<file path="config.mk">
export PLATFORM = sky130hd
export DESIGN_NAME = maj_tt_engine
export DESIGN_NICKNAME = d
export VERILOG_FILES = /design/src/rtl/maj_tt_pkg.sv /design/src/rtl/maj_net_eval.sv /design/src/rtl/maj_tt_engine.sv
export SDC_FILE = /design/constraint.sdc
export NUM_CORES = 1
export LEC_CHECK = 0
export BUFFER_PORTS_ARGS = -buffer_cell sky130_fd_sc_hd__buf_2
export CAP_MARGIN = 25
export CELL_PAD_IN_SITES_DETAIL_PLACEMENT = 1
export CELL_PAD_IN_SITES_GLOBAL_PLACEMENT = 1
export CORE_MARGIN = 2
export CORE_UTILIZATION = 44
export DETAILED_ROUTE_END_ITERATION = 16
export PLACE_DENSITY = 0.74
export SYNTH_ARGS = -nofsm -noshare
export SYNTH_HDL_FRONTEND = slang
export SYNTH_SLANG_ARGS = --single-unit
</file>
<file path="constraint.sdc">
create_clock -name clk -period 5 [get_ports clk]
set_clock_uncertainty 0.2 [all_clocks]
set_input_delay 1 -clock clk [delete_from_list [all_inputs] [get_ports clk]]
set_output_delay 1 -clock clk [all_outputs]
set_load 0.03 [all_outputs]
</file>
<file path="src/rtl/maj_tt_pkg.sv">
// Shared types and helpers for the majority-network truth-table engine.
//   - Operand code layout: 0 = constant 0, 1..NUM_IN = x[code-1], NUM_IN+1+k = gate k.
//   - Operand / gate configuration structs. The sel field is sized for the largest
//     supported network, and the engine zero-extends the narrower written codes into it.
//   - FSM state encoding.
package maj_tt_pkg;

    // Widest operand code the stored configuration can hold.
    localparam int unsigned SEL_W_MAX = 8;

    localparam int unsigned OP_ZERO    = 0;
    localparam int unsigned OP_IN_BASE = 1;

    // First gate code for a given input count.
    function automatic int unsigned op_gate_base(input int unsigned num_in);
        return OP_IN_BASE + num_in;
    endfunction

    // Operand select width: covers constant 0, all inputs and all gates.
    function automatic int unsigned sel_w(input int unsigned num_in, input int unsigned num_gates);
        return $clog2(1 + num_in + num_gates);
    endfunction

    typedef struct packed {
        logic                 inv;
        logic [SEL_W_MAX-1:0] sel;
    } operand_cfg_t;

    typedef struct packed {
        operand_cfg_t c;
        operand_cfg_t b;
        operand_cfg_t a;
    } gate_cfg_t;

    typedef enum logic [1:0] {
        StIdle,
        StRun,
        StDrain,
        StDone
    } state_t;

endpackage

</file>
<file path="src/rtl/maj_net_eval.sv">
// Combinational evaluator for a configurable network of 3-input majority gates.
//   gate_cfg : per-gate operand selects/inversions
//   out_cfg  : output node select/inversion
//   minterm  : input assignment, x[i] = minterm[i]
//   f        : network output for this minterm
// A gate can only see gates with a lower index; forward/self references and out-of-range
// codes read as 0 before inversion.
module maj_net_eval
    import maj_tt_pkg::*;
#(
    parameter int unsigned NUM_IN    = 7,
    parameter int unsigned NUM_GATES = 5
) (
    input  gate_cfg_t [NUM_GATES-1:0] gate_cfg,
    input  operand_cfg_t              out_cfg,
    input  logic [NUM_IN-1:0]         minterm,
    output logic                      f
);

    localparam int NODES = 1 + NUM_IN + NUM_GATES;

    logic [NODES-1:0] node;

    // Compare-and-select mux rather than a variable index, so codes at or above `limit`
    // (including codes past the last node) fall through to 0.
    function automatic logic pick(input logic [NODES-1:0] nodes, input operand_cfg_t op,
                                  input int limit);
        logic v;
        v = 1'b0;
        for (int c = 1; c < NODES; c++) begin
            if (c < limit && int'(op.sel) == c) begin
                v = nodes[c];
            end
        end
        return v ^ op.inv;
    endfunction

    always_comb begin
        logic va, vb, vc;
        va = 1'b0;
        vb = 1'b0;
        vc = 1'b0;
        node = '0;
        node[NUM_IN:1] = minterm;
        // Gates are resolved in index order; each gate's limit excludes itself and later gates.
        for (int k = 0; k < NUM_GATES; k++) begin
            va = pick(node, gate_cfg[k].a, int'(op_gate_base(NUM_IN)) + k);
            vb = pick(node, gate_cfg[k].b, int'(op_gate_base(NUM_IN)) + k);
            vc = pick(node, gate_cfg[k].c, int'(op_gate_base(NUM_IN)) + k);
            node[int'(op_gate_base(NUM_IN)) + k] = (va & vb) | (va & vc) | (vb & vc);
        end
        f = pick(node, out_cfg, NODES);
    end

endmodule

</file>
<file path="src/rtl/maj_tt_engine.sv">
// Sweeps all 2^NUM_IN minterms through a programmable majority network, one per cycle,
// and streams the packed truth table out in WORD_W-bit words with a valid/ready handshake.
//   clk, rst_n  : clock, asynchronous active-low reset (also clears configuration)
//   cfg_we/addr/data : configuration write, accepted only while not busy;
//                 addr < NUM_GATES writes a gate {inv_c,sel_c,inv_b,sel_b,inv_a,sel_a},
//                 addr == NUM_GATES writes the output node {inv,sel} in the low bits
//   start       : begin a sweep (ignored unless idle)
//   busy        : sweep in progress
//   tt_data/tt_idx/tt_valid/tt_ready : truth-table word stream, bit j = f(idx*WORD_W+j)
//   done        : one-cycle pulse at sweep end
//   ones_cnt    : count of minterms with f=1
module maj_tt_engine
    import maj_tt_pkg::*;
#(
    parameter int unsigned NUM_IN    = 7,
    parameter int unsigned NUM_GATES = 5,
    parameter int unsigned WORD_W    = 32
) (
    input  logic                                       clk,
    input  logic                                       rst_n,
    input  logic                                       cfg_we,
    input  logic [$clog2(NUM_GATES+1)-1:0]             cfg_addr,
    input  logic [3*(sel_w(NUM_IN, NUM_GATES)+1)-1:0]  cfg_data,
    input  logic                                       start,
    output logic                                       busy,
    output logic [WORD_W-1:0]                          tt_data,
    output logic [NUM_IN-$clog2(WORD_W)-1:0]           tt_idx,
    output logic                                       tt_valid,
    input  logic                                       tt_ready,
    output logic                                       done,
    output logic [NUM_IN:0]                            ones_cnt
);

    localparam int unsigned SEL_W  = sel_w(NUM_IN, NUM_GATES);
    localparam int unsigned ADDR_W = $clog2(NUM_GATES + 1);
    localparam int unsigned WB     = $clog2(WORD_W);
    localparam int unsigned IDX_W  = NUM_IN - WB;
    localparam int unsigned CNT_W  = NUM_IN + 1;

    gate_cfg_t [NUM_GATES-1:0] gate_cfg_q;
    operand_cfg_t              out_cfg_q;

    state_t             state_q;
    logic [NUM_IN-1:0]  m_q;
    logic [WORD_W-1:0]  acc_q;
    logic [WORD_W-1:0]  acc_next;
    logic [WORD_W-1:0]  tt_data_q;
    logic [IDX_W-1:0]   tt_idx_q;
    logic               tt_valid_q;
    logic [CNT_W-1:0]   ones_q;
    logic               busy_q;
    logic               done_q;

    logic f;
    logic stall;
    logic word_last;
    logic sweep_last;

    function automatic operand_cfg_t unpack_op(input logic [SEL_W:0] bits);
        operand_cfg_t op;
        op.inv = bits[SEL_W];
        op.sel = SEL_W_MAX'(bits[SEL_W-1:0]);
        return op;
    endfunction

    maj_net_eval #(
        .NUM_IN    (NUM_IN),
        .NUM_GATES (NUM_GATES)
    ) u_eval (
        .gate_cfg (gate_cfg_q),
        .out_cfg  (out_cfg_q),
        .minterm  (m_q),
        .f        (f)
    );

    // Holding m whenever a word is pending and not taken keeps the accumulator from
    // completing over an unconsumed output word.
    assign stall      = tt_valid_q && !tt_ready;
    assign word_last  = (m_q & NUM_IN'(WORD_W - 1)) == NUM_IN'(WORD_W - 1);
    assign sweep_last = &m_q;
    // Shift in from the top so after WORD_W captures bit j holds minterm j of the word.
    assign acc_next   = (WORD_W'(f) << (WORD_W - 1)) | (acc_q >> 1);

    always_ff @(posedge clk or negedge rst_n) begin
        if (!rst_n) begin
            gate_cfg_q <= '0;
            out_cfg_q  <= '0;
        end else if (cfg_we && !busy_q) begin
            if (cfg_addr == ADDR_W'(NUM_GATES)) begin
                out_cfg_q <= unpack_op(cfg_data[SEL_W:0]);
            end else if (cfg_addr < ADDR_W'(NUM_GATES)) begin
                gate_cfg_q[cfg_addr].a <= unpack_op(cfg_data[SEL_W:0]);
                gate_cfg_q[cfg_addr].b <= unpack_op(cfg_data[2*SEL_W+1:SEL_W+1]);
                gate_cfg_q[cfg_addr].c <= unpack_op(cfg_data[3*SEL_W+2:2*SEL_W+2]);
            end
        end
    end

    always_ff @(posedge clk or negedge rst_n) begin
        if (!rst_n) begin
            state_q    <= StIdle;
            m_q        <= '0;
            acc_q      <= '0;
            tt_data_q  <= '0;
            tt_idx_q   <= '0;
            tt_valid_q <= 1'b0;
            ones_q     <= '0;
            busy_q     <= 1'b0;
            done_q     <= 1'b0;
        end else begin
            done_q <= 1'b0;
            // A newly completed word below overrides this clear on the same edge.
            if (tt_valid_q && tt_ready) begin
                tt_valid_q <= 1'b0;
            end
            unique case (state_q)
                StIdle: begin
                    if (start) begin
                        state_q <= StRun;
                        busy_q  <= 1'b1;
                        m_q     <= '0;
                        ones_q  <= '0;
                    end
                end
                StRun: begin
                    if (!stall) begin
                        acc_q  <= acc_next;
                        ones_q <= ones_q + CNT_W'(f);
                        m_q    <= m_q + 1'b1;
                        if (word_last) begin
                            tt_data_q  <= acc_next;
                            tt_idx_q   <= IDX_W'(m_q >> WB);
                            tt_valid_q <= 1'b1;
                            if (sweep_last) begin
                                state_q <= StDrain;
                            end
                        end
                    end
                end
                StDrain: begin
                    if (tt_valid_q && tt_ready) begin
                        state_q <= StDone;
                        busy_q  <= 1'b0;
                        done_q  <= 1'b1;
                    end
                end
                StDone: begin
                    state_q <= StIdle;
                end
                default: begin
                    state_q <= StIdle;
                end
            endcase
        end
    end

    assign busy     = busy_q;
    assign tt_data  = tt_data_q;
    assign tt_idx   = tt_idx_q;
    assign tt_valid = tt_valid_q;
    assign done     = done_q;
    assign ones_cnt = ones_q;

endmodule

</file>
-- Word-level counts from Yosys, hierarchy flattened
Cells that the tools add are included.
- bits in latches: 0
- RAM bits: 0
- flip-flop bits (word level): 226
- logic and storage cells: 441
- output and inout bits: 45
- memories: 0
- input bits: 23
- memory bits (read-only): 0
- mux-type cells: 177
- bitwise operators: 44
- order comparisons: 3
- $mul: 0
- $add $sub $neg: 2
- shift operators: 0
- reductions and logical operators: 17
- divide/modulo/power cells: 0
- equal/unequal tests: 157
- operator list (cell ; count):
    == test 8 x 4 -> 1 bit (second input constant) ; 60
    bitwise mux 135 bit ; 3
    demux 27 bit (select 3 bit) ; 3
    == test 8 x 3 -> 1 bit (second input constant) ; 30
    == test 8 x 5 -> 1 bit (second input constant) ; 30
    two-way mux 1 bit ; 155
    == test 8 x 2 -> 1 bit (second input constant) ; 15
    == test 4 bit (second input constant) ; 8
    OR 32 x 31 -> 32 bit ; 1
    two-way mux 27 bit ; 1
    two-way mux 18 bit ; 1
    two-way mux 8 bit ; 2
    one-hot mux 8 bit (2 select lines) ; 1
    XOR 1 bit ; 16
    AND 1 bit ; 15
    two-way mux 7 bit ; 2
    one-hot mux 7 bit (2 select lines) ; 1
    == test 4 x 3 -> 1 bit (second input constant) ; 3
    AND reduction 3 bit ; 4
    two-way mux 2 bit ; 5
    != test 2 bit (second input constant) ; 5
    OR 1 bit ; 10
    two-way mux 9 bit ; 1
    adder 8 x 1 -> 8 bit ; 1
    other kinds (19) ; 27

-- Depth between registers and ports, before layout
Gate-level depths: netlist of the first run.
- depth in word-level cells: 37
- mapped depth: 22
- gate-level depth less buffers: 20

-- Cells and area by module
A second synthesis of the first run with hierarchy kept.
- cell total of the unflattened synthesis: 818
- area total of the unflattened synthesis: 8813.5 um2
- by module, submodules not included (module ; seq. area each (um2) ; times used ; area an instance (um2) ; cells an instance):
    maj_tt_engine ; 4129.0 ; 1 ; 6547.5 ; 491
    maj_net_eval ; 0.0 ; 1 ; 2265.9 ; 327

-- Worst setup path after synthesis of the first run
OpenSTA, ideal clock, no wires.
- path type: reg2reg
- start point: register m_q[0]
- end point: register ones_q[5], in the netlist ones_cnt[5]
- library setup time: 0.130 ns
- path buffers: 1
- slack: -0.397 ns
- cell stages (with the launch flop): 22
- arrival time: 5.067 ns
- required time: 4.670 ns
- clock period less this slack: 5.397 ns
- path through: dfrtp_1 -> buf_6 -> mux2_2 -> a221oi_1 -> or4_4 -> a22oi_4 -> a221o_1 -> or3_4 -> a211oi_4 -> o311ai_1 -> and3_1 -> o41a_1 -> xnor2_2 -> o211ai_2 -> a311o_1 -> a21oi_1 -> a211oi_2 -> xnor2_2 -> ha_1 -> nand4_1 -> xor2_1 -> nor2_1
- longest elaborated chain between the ends: 36
- elaborated cells between the ends (all ways): 191
- classes of those cells: add/sub: 1; mux: 149; bitwise: 41
- ends and longest elaborated chain (what ; line ; text):
    start: declaration ; maj_tt_engine.sv:44 ; logic [NUM_IN-1:0] m_q;
    start signal: assignment ; maj_tt_engine.sv:129 ; m_q <= m_q + 1'b1;
    two-way mux 1 bit (7 in series) ; maj_net_eval.sv:31 ; if (c < limit && int'(op.sel) == c) begin
    XOR 1 bit ; maj_net_eval.sv:35 ; return v ^ op.inv;
    AND 1 bit ; maj_net_eval.sv:50 ; node[int'(op_gate_base(NUM_IN)) + k] = (va & vb) | (va & vc) | (vb & vc);
    OR 1 bit (2 in series) ; maj_net_eval.sv:50 ;
    two-way mux 1 bit ; maj_net_eval.sv:31 ;
    XOR 1 bit ; maj_net_eval.sv:35 ;
    AND 1 bit ; maj_net_eval.sv:50 ;
    OR 1 bit (2 in series) ; maj_net_eval.sv:50 ;
    [... 11 more ...] ; - ;
    XOR 1 bit ; maj_net_eval.sv:35 ;
    AND 1 bit ; maj_net_eval.sv:50 ;
    OR 1 bit (2 in series) ; maj_net_eval.sv:50 ;
    two-way mux 1 bit * ; maj_net_eval.sv:31 ;
    XOR 1 bit * ; maj_net_eval.sv:35 ;
    adder 8 x 1 -> 8 bit * ; maj_tt_engine.sv:128 ; ones_q <= ones_q + CNT_W'(f);
    two-way mux 8 bit * ; maj_tt_engine.sv:126 ; if (!stall) begin
    one-hot mux 8 bit (2 select lines) * ; maj_tt_engine.sv:116 ; unique case (state_q)
    end signal: assignment ; maj_tt_engine.sv:128 ;
    end: declaration ; maj_tt_engine.sv:50 ; logic [CNT_W-1:0] ones_q;
Every way passes the cells marked *; elsewhere a longest branch is shown, timed or not. The select of a mux whose other input is x is not followed.
A chain may end at the register's enable or synchronous reset.

-- Worst setup path in the final report of the first run
- start point: register gate_cfg_q[2] (netlist bit)
- end point: register ones_q[7], in the netlist ones_cnt[7]
- longest elaborated chain between the ends: 37
- elaborated cells between the ends (all ways): 90
- classes of those cells: add/sub: 1; eq/ne: 7; mux: 44; bitwise: 38
- ends and longest elaborated chain (what ; line ; text):
    start: declaration ; maj_tt_engine.sv:40 ; gate_cfg_t [NUM_GATES-1:0] gate_cfg_q;
    == test 8 x 2 -> 1 bit ; maj_net_eval.sv:31 ;
    two-way mux 1 bit (6 in series) ; maj_net_eval.sv:31 ;
    two-way mux 1 bit * ; maj_net_eval.sv:31 ;
    XOR 1 bit * ; maj_net_eval.sv:35 ;
    AND 1 bit ; maj_net_eval.sv:50 ;
    OR 1 bit * (2 in series) ; maj_net_eval.sv:50 ;
    two-way mux 1 bit ; maj_net_eval.sv:31 ;
    XOR 1 bit ; maj_net_eval.sv:35 ;
    [... 14 more ...] ; - ;
    XOR 1 bit ; maj_net_eval.sv:35 ;
    AND 1 bit ; maj_net_eval.sv:50 ;
    OR 1 bit (2 in series) ; maj_net_eval.sv:50 ;
    two-way mux 1 bit * ; maj_net_eval.sv:31 ;
    XOR 1 bit * ; maj_net_eval.sv:35 ;
    adder 8 x 1 -> 8 bit * ; maj_tt_engine.sv:128 ;
    two-way mux 8 bit * ; maj_tt_engine.sv:126 ;
    one-hot mux 8 bit (2 select lines) * ; maj_tt_engine.sv:116 ;
Marked as above.

==> flow_summary.yaml, run 1 <==
status:
  status: "finished, violations left"
  failed_checks: "negative setup slack"
die:
  ios: 68
  core.rowCount: 51
  start_util: 0.447
  die_h_um: 145
  coreArea_um2: 19500
  die-area_um2: 20900
  die_w_um: 145
synthesis:
  synth_xor_area_frac: 0.0167
  synth_flop_cell: "dfrtp_1"
  synthSimpleGateAreaFrac: 0.104
  syn_inst: 726
  synth_nets: 757
  yosysWarnings: 0
  synth_top_family_by_area: "multiplexers"
  avgSynthCellArea_um2: 12.0
  synth_compound_area_frac: 0.118
  synthAdderAreaFrac: 0.0115
  yosys-mux-area-fraction: 0.253
  syn_area_um2: 8710
  synth_seq_cells: 165
  async_reset_ff_frac: 1.00
  yosysSeqAreaShare: 0.474
  synth_edf_count: 0
  synth_cell_types: 76
clock_network:
  worstSkewPairLatency_ns: 0.44
  clk_path_buf_depth: 2
  cts-buffers-inserted: 17
  cts_tree: "done"
  clk_pin_slew_worst_paths_ns: 0.07
  htreeDepth: 4
  clkSinkCount: 165
  cts-root-buf: "clkbuf_16"
  cts-hold-fix-buffers: 0
timing:
  setup_violations: 10
  worst_slack_ns: -0.954
  min_period_ns: 5.95
  max_freq_ghz: 0.168
  rsz0062_at_grt: "true"
  slew_headroom: 0.331
  hold_viol: 0
  drv_slew: 0
  finalCritPeriodShare: 1.19
  worst_slew_pin_slew_ns: 1.00
finish:
  fillers: 2049
  ff_latch_area_um2: 4140
  multi_input_area_um2: 4680
  syn_to_final_growth_pct: 24.3
  mostFrequentLayoutCells: "158 x dfrtp_1, 154 x mux2_2, 82 x buf_4"
  drive_gt1_frac: 0.474
  layoutNonFillerInstCount: 1141
  diodes: 0
  nNetsFinal: 894
  final_common_cell: "dfrtp_1"
route:
  drtPass1Iterations: 4
  drc: 0
  routed_wl_um: 25300
  drtIter0Drc: 326
  via_per_inst: 5.92
  vias: 6760
  wl_per_cell_um: 22.2
  ant_nets: 0
pwr:
  leakagePower_uw: 0.00516
  netSwitchingPower_uw: 1420
  p_total_uw: 4140
  pwr-share-comb: 0.299
  ir_worst_vdd_mv: 0.215
  p_int_uw: 2710
  power_density_nw_per_um2: 382
  clkPwrFrac: 0.317
  seqPwrFrac: 0.384
  switching_share: 0.344
worst_setup_path:
  r2r_cells: 22
  timing.critical_path.buf_inv: 2
  crit_arrival_ns: 6.07
  worstPathCellList: "mux2i_1 -> a221o_1 -> or3_4 -> a22oi_4 -> a2111oi_4 -> or3_4 -> buf_4 -> a2111o_1 -> o211ai_4 -> and3_4 -> o41a_1 -> buf_6 -> xor2_4 -> o211ai_1 -> o211ai_1 -> nand3_1 -> a211oi_2 -> xnor2_2 -> ha_1 -> nand4_1 -> xor2_1 -> nor2_1"
  crit_type: "reg -> reg"
  cp-end-kind: "register"
  crit_fanout: 5
  crit_cells: 22
  critical_path.top_delay_family: "compound AO/OA/AOI/OAI gates"
  crit_required_ns: 5.12
  cpPeakStageDelay_ns: 0.45
  cp-start-kind: "register"
  slowest_stage: "dfrtp_1"
global_routing:
  overflow: 0
  antenna_found_initial: 0
  grt_max_degree: 110
  grt_pass1_wl_um: 39300
  first_global_vias: 7331
  grt_usage: 0.249
place:
  dpl.cell_count: 1099
  gp_congestion: 0.881
  dp_slack_ns: -1.01
  dpl.hpwl_um: 17500
  portBuffers: 67
worst_hold_path:
  holdCritPathClass: "in -> async"
flow_run:
  drv_cap: 0
final timing paths:
check                                              end                       from  slack (ns)
setup / recovery               ones_cnt[7]$_DFFE_PN0P_  gate_cfg_q[2]$_DFFE_PN0P_       -0.95
hold / removal             gate_cfg_q[129]$_DFFE_PN0P_                      rst_n        0.21
setup reg to reg               ones_cnt[7]$_DFFE_PN0P_  gate_cfg_q[2]$_DFFE_PN0P_       -0.95
hold reg to reg                  tt_idx[1]$_DFFE_PN0P_      tt_idx[1]$_DFFE_PN0P_        0.29
max in group asynchronous    gate_cfg_q[0]$_DFFE_PN0P_                      rst_n        3.21
min in group clk                 tt_idx[1]$_DFFE_PN0P_      tt_idx[1]$_DFFE_PN0P_        0.29
area by class of cell:
class                      instances  area share
clock inverter                    14      0.0144
clock buffer                      18      0.0406
sequential                       165       0.382
inverter                          13     0.00451
multi-input combinational        513       0.433
tap                              265      0.0306
timing repair buffer             153      0.0949
routing by layer:
layer | wire (um) | global-route usage
met4 | 753 | 0.0833
met5 | 0 | 0
met3 | 913 | 0.0464
met1 | 10600 | 0.307
met2 | 13000 | 0.442
power groups by stage:
stage | registers (uW) | clock network [uW] | logic (uW)
2_1_floorplan | 1560 | 0 | 728
3_3_place_gp | 1590 | 0 | 1060
3_5_place_dp | 1610 | 0 | 1130
4_1_cts | 1590 | 1340 | 1160
5_1_grt | 1610 | 1390 | 1330
6_report | 1590 | 1310 | 1230
synth_stat cells (10+ instances only):
| cell | n | area, um^2 |
|---|---|---|
| nand2_1 | 37 | 139 |
| mux4_2 | 11 | 248 |
| a21oi_1 | 36 | 180 |
| mux2i_1 | 21 | 210 |
| inv_1 | 13 | 48.8 |
| nor2b_1 | 10 | 62.6 |
| nor3_1 | 10 | 50.1 |
| dfrtp_1 | 165 | 4130 |
| clkbuf_1 | 25 | 93.8 |
| mux2_2 | 155 | 1750 |
| nor2_1 | 37 | 139 |
| o21ai_0 | 19 | 95.1 |
| and3_1 | 13 | 81.3 |
sequential cells by signal, summed over array words and instances, names as in the netlist:
signal,count
state_q,2
acc_q,31
gate_cfg_q,75
done,1
busy,1
tt_valid,1
tt_idx,2
tt_data,32
m_q,7
ones_cnt,8
out_cfg_q,5
timing repair:
item	4_1_cts	5_1_grt
buffers inserted	5	5
resized for setup	8	38
pin swaps	4	17
endpoints found under the setup margin	10	10
hold endpoints to repair	0	0
per-stage QoR:
stage	util	cell area (um^2)	hold WS [ns]	setup TNS, ns
2_1_floorplan	-	8770	0.275	-2.04
3_3_place_gp	0.508	9880	0.267	-5.47
3_5_place_dp	0.508	9880	0.278	-8.98
4_1_cts	0.542	10600	0.296	-8.53
5_1_grt	0.556	10800	0.207	-10.81
6_report	0.556	10800	0.213	-8.58
kinds of logic after synthesis:
group	Yosys count
compound gates	138
xor+xnor	14
flops	165
buf+inv	48
mux	187
fa+ha+maj	8
simple gates	166
(Power assumes the default switching activity.)
==> inputs of run 2 (changes only) <==
--- a/config.mk
+++ b/config.mk
@@ -9,6 +9,7 @@
 export CAP_MARGIN = 25
 export CELL_PAD_IN_SITES_DETAIL_PLACEMENT = 1
 export CELL_PAD_IN_SITES_GLOBAL_PLACEMENT = 1
+export CORE_ASPECT_RATIO = 0.9
 export CORE_MARGIN = 2
 export CORE_UTILIZATION = 44
 export DETAILED_ROUTE_END_ITERATION = 16
==> run 2 against run 1 <==
The flow still finishes with violations (negative setup slack). Sequential power hardly changed. Die area hardly changed. Final cell count is 2.6% lower. Hold slack better by 0.092 ns. Largest cell class unchanged. Combinational power is 6% lower. Register-to-register slack better by 0.04 ns. Critical path depth is 1 lower. Worst setup slack better by 0.041 ns. Sequential share of layout area is 0.90 points higher.
==> flow_summary.yaml, run 2 (same netlist as run 1, synthesis figures left out) <==
finish:
  syn_to_final_growth_pct: 21.5
  stdcell_area_um2: 10600
  diodes: 0
  final_util: 0.549
  nNetsFinal: 879
  fillers: 1981
  top_register: "gate_cfg_q"
  drive_gt1_frac: 0.453
  largest_reg_flops: 75
  mostFrequentLayoutCells: "157 x dfrtp_1, 154 x mux2_2, 70 x buf_4"
  final_common_cell: "dfrtp_1"
worst_setup_path:
  cp-start-kind: "register"
  cp-end-kind: "register"
  crit_fanout: 7
  r2r_cells: 21
  rrSetupSlack_ns: -0.91
  crit_arrival_ns: 6.03
  worst_r2r_endpoint: "ones_cnt[3]$_DFFE_PN0P_"
  crit_type: "reg -> reg"
  worstSetupStartpoint: "gate_cfg_q[20]$_DFFE_PN0P_"
  r2r-start: "gate_cfg_q[20]$_DFFE_PN0P_"
  worstSetupEndpoint: "ones_cnt[3]$_DFFE_PN0P_"
  crit_required_ns: 5.11
global_routing:
  antenna_found_initial: 0
  grt_usage: 0.252
  grt_pass1_wl_um: 41000
  overflow: 0
  grt_max_degree: 83
  first_global_vias: 7355
route:
  via_per_inst: 6.02
  wl_per_cell_um: 22.5
  vias: 6687
  routed_wl_um: 25000
  drtIter0Drc: 385
  ant_nets: 0
  drtPass1Iterations: 5
  drc: 0
die:
  coreArea_um2: 19300
  start_util: 0.452
  die_w_um: 152
  die_h_um: 137
  core.rowCount: 48
  die-area_um2: 20900
  ios: 68
timing:
  min_period_ns: 5.91
  hold_viol: 0
  finalCritPeriodShare: 1.18
  holdWs_ns: 0.305
  slew_headroom: 0.381
  drv_slew: 0
  rsz0062_at_grt: "true"
  worst_slack_ns: -0.913
  worst_slew_pin_slew_ns: 0.928
  setup_violations: 10
  max_freq_ghz: 0.169
place:
  dpl.hpwl_um: 17300
  place_area_um2: 9790
  gp_congestion: 0.870
  portBuffers: 67
status:
  failed_checks: "negative setup slack"
  status: "finished, violations left"
clock_network:
  worstSkewPairLatency_ns: 0.44
  clkSinkCount: 165
  clk_path_buf_depth: 2
  htreeDepth: 4
  clk_pin_slew_worst_paths_ns: 0.08
  cts_tree: "done"
  cts-buffers-inserted: 17
  cts-root-buf: "clkbuf_16"
worst_hold_path:
  holdCritPathClass: "reg -> reg"
flow_run:
  drv_cap: 0
pwr:
  ir_worst_vdd_mv: 0.198
  power_density_nw_per_um2: 389
  leakagePower_uw: 0.00506
==> run 2: final cells by class <==
class / instances / area [um^2] / share of cell area
flip-flops and latches: 165 / 4140 / 0.391
repair buffers: 138 / 878 / 0.0830
clock buffers: 17 / 425 / 0.0402
clock inverters: 15 / 198 / 0.0187
well taps: 250 / 313 / 0.0296
inverters: 13 / 48.8 / 0.00461
multi-input cells: 513 / 4580 / 0.433
==> run 2: what timing repair did <==
| item | 4_1_cts | 5_1_grt |
|---|---|---|
| gates resized for setup | 23 | 7 |
| hold endpoints to repair | 0 | 0 |
| hold buffers | 0 | 0 |
| pin swaps | 8 | 3 |
| cloned | 0 | 0 |
| setup buffers | 4 | 0 |
| endpoints found under the setup margin | 10 | 10 |
==> run 2: worst max-delay path, stage by stage, from the launching register on <==
cell and delay [ns]:
dfrtp_2 0.46, mux2i_1 0.14, a31o_1 0.27, or4_4 0.55, a22oi_4 0.34, a2111oi_4 0.09, or3_4 0.42, a211oi_4 0.26
buf_6 0.17, o211ai_4 0.09, and3_4 0.23, o41a_1 0.52, xnor2_4 0.20, a311oi_1 0.31, o211ai_1 0.17, a211oi_1 0.30
a211oi_2 0.09, xnor2_2 0.31, ha_2 0.29, nand4_1 0.12, xor2_1 0.19, nor2_1 0.05
==> run 2: how the worst min path moves through the flow <==
stage / end / depth (start not counted) / start
floorplan: tt_data[0]$_DFFE_PN0P_ / 1 / acc_q[1]$_DFFE_PN0P_
global placement: tt_idx[1]$_DFFE_PN0P_ / 2 / tt_idx[1]$_DFFE_PN0P_
detailed placement: tt_idx[1]$_DFFE_PN0P_ / 2 / tt_idx[1]$_DFFE_PN0P_
CTS: tt_data[10]$_DFFE_PN0P_ / 1 / tt_data[10]$_DFFE_PN0P_
global route: tt_data[9]$_DFFE_PN0P_ / 1 / tt_data[9]$_DFFE_PN0P_
finish: tt_data[27]$_DFFE_PN0P_ / 1 / tt_data[27]$_DFFE_PN0P_
==> run 2: stage by stage <==
step                      power (uW)  setup WS (ns)  std cells  TNS, ns
after floorplan                 2290         -0.297        726    -2.04
after global placement          2650         -0.665       1075    -5.38
after detailed placement        2720         -0.890       1075    -7.60
after CTS                       4130         -0.743       1111    -6.58
after global routing            4320          -1.16       1111   -10.48
final                           4110         -0.913       1111    -8.12
==> run 2: routing by layer <==
metal	wire [um]	global-route usage	share of wire
met1	10700	0.311	0.43
met2	12300	0.431	0.49
met3	1210	0.0535	0.048
met4	879	0.114	0.035
met5	0	0	0
==> run 2: report_power, final <==
group | switching, uW | total, uW | internal (uW)
clock network | 668 | 1350 | 687
logic | 628 | 1160 | 531
registers | 144 | 1600 | 1460
total | 1440 | 4110 | 2670
==> inputs of run 3 (changes only) <==
--- a/config.mk
+++ b/config.mk
@@ -11,9 +11,9 @@
 export CELL_PAD_IN_SITES_GLOBAL_PLACEMENT = 1
 export CORE_ASPECT_RATIO = 0.9
 export CORE_MARGIN = 2
-export CORE_UTILIZATION = 44
+export CORE_UTILIZATION = 50
 export DETAILED_ROUTE_END_ITERATION = 16
-export PLACE_DENSITY = 0.74
+export PLACE_DENSITY = 0.79
 export SYNTH_ARGS = -nofsm -noshare
 export SYNTH_HDL_FRONTEND = slang
 export SYNTH_SLANG_ARGS = --single-unit
==> constraint.sdc (replaced) <==
create_clock -name clk -period 7.59 [get_ports clk]
set_clock_uncertainty 0.2 [all_clocks]
set_input_delay 1.518 -clock clk [delete_from_list [all_inputs] [get_ports clk]]
set_output_delay 1.518 -clock clk [all_outputs]
set_load 0.03 [all_outputs]
==> run 3 against run 2 <==
The flow now finishes without violations. Core utilization is 3.2 points higher. First-iteration DRC count decreased by 28%. Via count down 6.9%. Largest cell class unchanged. Largest power group unchanged. Highest routed layer unchanged.
==> flow_summary.yaml, run 3 (same netlist as run 1, synthesis figures left out) <==
route:
  routed_wl_um: 23300
  drtIter0Drc: 277
  vias: 6227
  drtPass1Iterations: 6
  ant_nets: 0
  drc: 0
  via_per_inst: 6.03
  wl_per_cell_um: 22.6
clock_network:
  cts-buffers-inserted: 17
  clk_path_buf_depth: 2
  clk_pin_slew_worst_paths_ns: 0.07
  post_cts_resized: 0
  cts-root-buf: "clkbuf_16"
  cts-hold-fix-buffers: 0
  clkSinkCount: 165
  post-cts-setup-buffers: 0
  worstSkewPairLatency_ns: 0.44
  htreeDepth: 4
  cts_tree: "done"
global_routing:
  overflow: 0
  antenna_found_initial: 0
  grt_usage: 0.270
  grt_max_degree: 115
  grt_pass1_wl_um: 37800
  first_global_vias: 6780
finish:
  syn_to_final_growth_pct: 13.1
  fillers: 1724
  mostFrequentLayoutCells: "165 x dfrtp_1, 155 x mux2_2, 66 x buf_2"
  stdcell_area_um2: 9850
  final_common_cell: "dfrtp_1"
  nNetsFinal: 816
  multi_input_area_um2: 4390
  drive_gt1_frac: 0.372
  layoutNonFillerInstCount: 1033
  diodes: 0
  ff_latch_area_um2: 4130
  largest_reg_flops: 75
  top_register: "gate_cfg_q"
die:
  start_util: 0.514
  ios: 68
  die_w_um: 143
  coreArea_um2: 16900
  core.rowCount: 45
  die_h_um: 129
  die-area_um2: 18500
timing:
  tns_ns: 0
  setup_violations: 0
  worst_slack_ns: 0.949
  finalCritPeriodShare: 0.875
  rsz0062_at_grt: "false"
  drv_slew: 0
  slew_headroom: 0.375
  min_period_ns: 6.64
  worst_slew_pin_slew_ns: 0.937
  hold_viol: 0
  max_freq_ghz: 0.151
pwr:
  ir_worst_vdd_mv: 0.166
  power_density_nw_per_um2: 255
  leakagePower_uw: 0.00468
  p_total_uw: 2510
flow_run:
  drv_cap: 0
place:
  gp_congestion: 0.890
  portBuffers: 67
  place_area_um2: 9260
  dpl.hpwl_um: 15900
  dpl.cell_count: 1000
  dp_slack_ns: 1.10
worst_setup_path:
  cp-start-kind: "register"
  rrSetupSlack_ns: 0.95
  crit_required_ns: 7.70
  worst_r2r_endpoint: "ones_cnt[5]$_DFFE_PN0P_"
  crit_fanout: 20
  r2r-start: "m_q[6]$_DFFE_PN0P_"
  crit_arrival_ns: 6.75
  cp-end-kind: "register"
  crit_type: "reg -> reg"
  worstSetupStartpoint: "m_q[6]$_DFFE_PN0P_"
  r2r_cells: 20
worst_hold_path:
  holdCritPathClass: "reg -> reg"
  hp-start: "tt_data[7]$_DFFE_PN0P_"
  holdPathStages: 1
  holdPathEnd: "tt_data[7]$_DFFE_PN0P_"
status:
  status: "finished, final reports clean"
run 3: changes by cell type in the layout (fill, tap and decap cells not counted), sizes merged:
cell      delta
buf         -63
clkbuf       +1
clkinv       -5
clkinvlp     +2
inv          +2
run 3: worst max-delay path by stage:
| stage | depth (start not counted) | slack (ns) | endpoint |
|---|---|---|---|
| global placement | 20 | 1.26 | ones_cnt[5]$_DFFE_PN0P_ |
| detailed placement | 20 | 1.10 | ones_cnt[5]$_DFFE_PN0P_ |
| global route | 20 | 0.44 | ones_cnt[6]$_DFFE_PN0P_ |
| floorplan | 21 | 2.19 | ones_cnt[5]$_DFFE_PN0P_ |
| finish | 20 | 0.95 | ones_cnt[5]$_DFFE_PN0P_ |
| CTS | 20 | 0.99 | ones_cnt[5]$_DFFE_PN0P_ |
run 3: metrics by stage:
stage / util / hold slack, ns
final: 0.581 / 0.305
after global routing: 0.581 / 0.323
after CTS: 0.580 / 0.313
after detailed placement: 0.546 / 0.287
after global placement: 0.546 / 0.269
after floorplan: - / 0.275
run 3: critical path, stage by stage (launching register included):
cell and delay (ns):
dfrtp_1 0.85, mux2i_1 0.22, a31o_2 0.31, o31ai_1 0.41
nand2_1 0.27, and3_1 0.24, or3_4 0.42, a211oi_4 0.47
o311ai_1 0.25, and3_1 0.26, o41a_1 0.51, xnor2_2 0.32
o211ai_2 0.15, a311o_1 0.35, a21oi_1 0.17, a211oi_2 0.11
xnor2_2 0.31, ha_1 0.30, nand4_1 0.12, xor2_1 0.19
nor2_1 0.06
run 3: routing by layer:
metal	GRT usage	share of wire	vias up
met5	0	0	-
met2	0.461	0.49	145
li1	-	-	2844
met4	0.105	0.030	0
met1	0.339	0.43	3185
met3	0.0554	0.047	53
run 3: layout make-up:
| class | count | share of cell area |
|---|---|---|
| multi-input combinational | 513 | 0.446 |
| sequential | 165 | 0.419 |
| clock buffer | 18 | 0.0436 |
| timing repair buffer | 75 | 0.0428 |
| tap | 235 | 0.0299 |
| clock inverter | 14 | 0.0135 |
| inverter | 13 | 0.00495 |
run 3: where the power goes:
| group | internal, uW | leakage, uW | switching [uW] |
|---|---|---|---|
| registers | 957 | 0.00225 | 127 |
| logic | 261 | 0.00216 | 331 |
| clock network | 434 | 0.000269 | 404 |
| total | 1650 | 0.00468 | 862 |
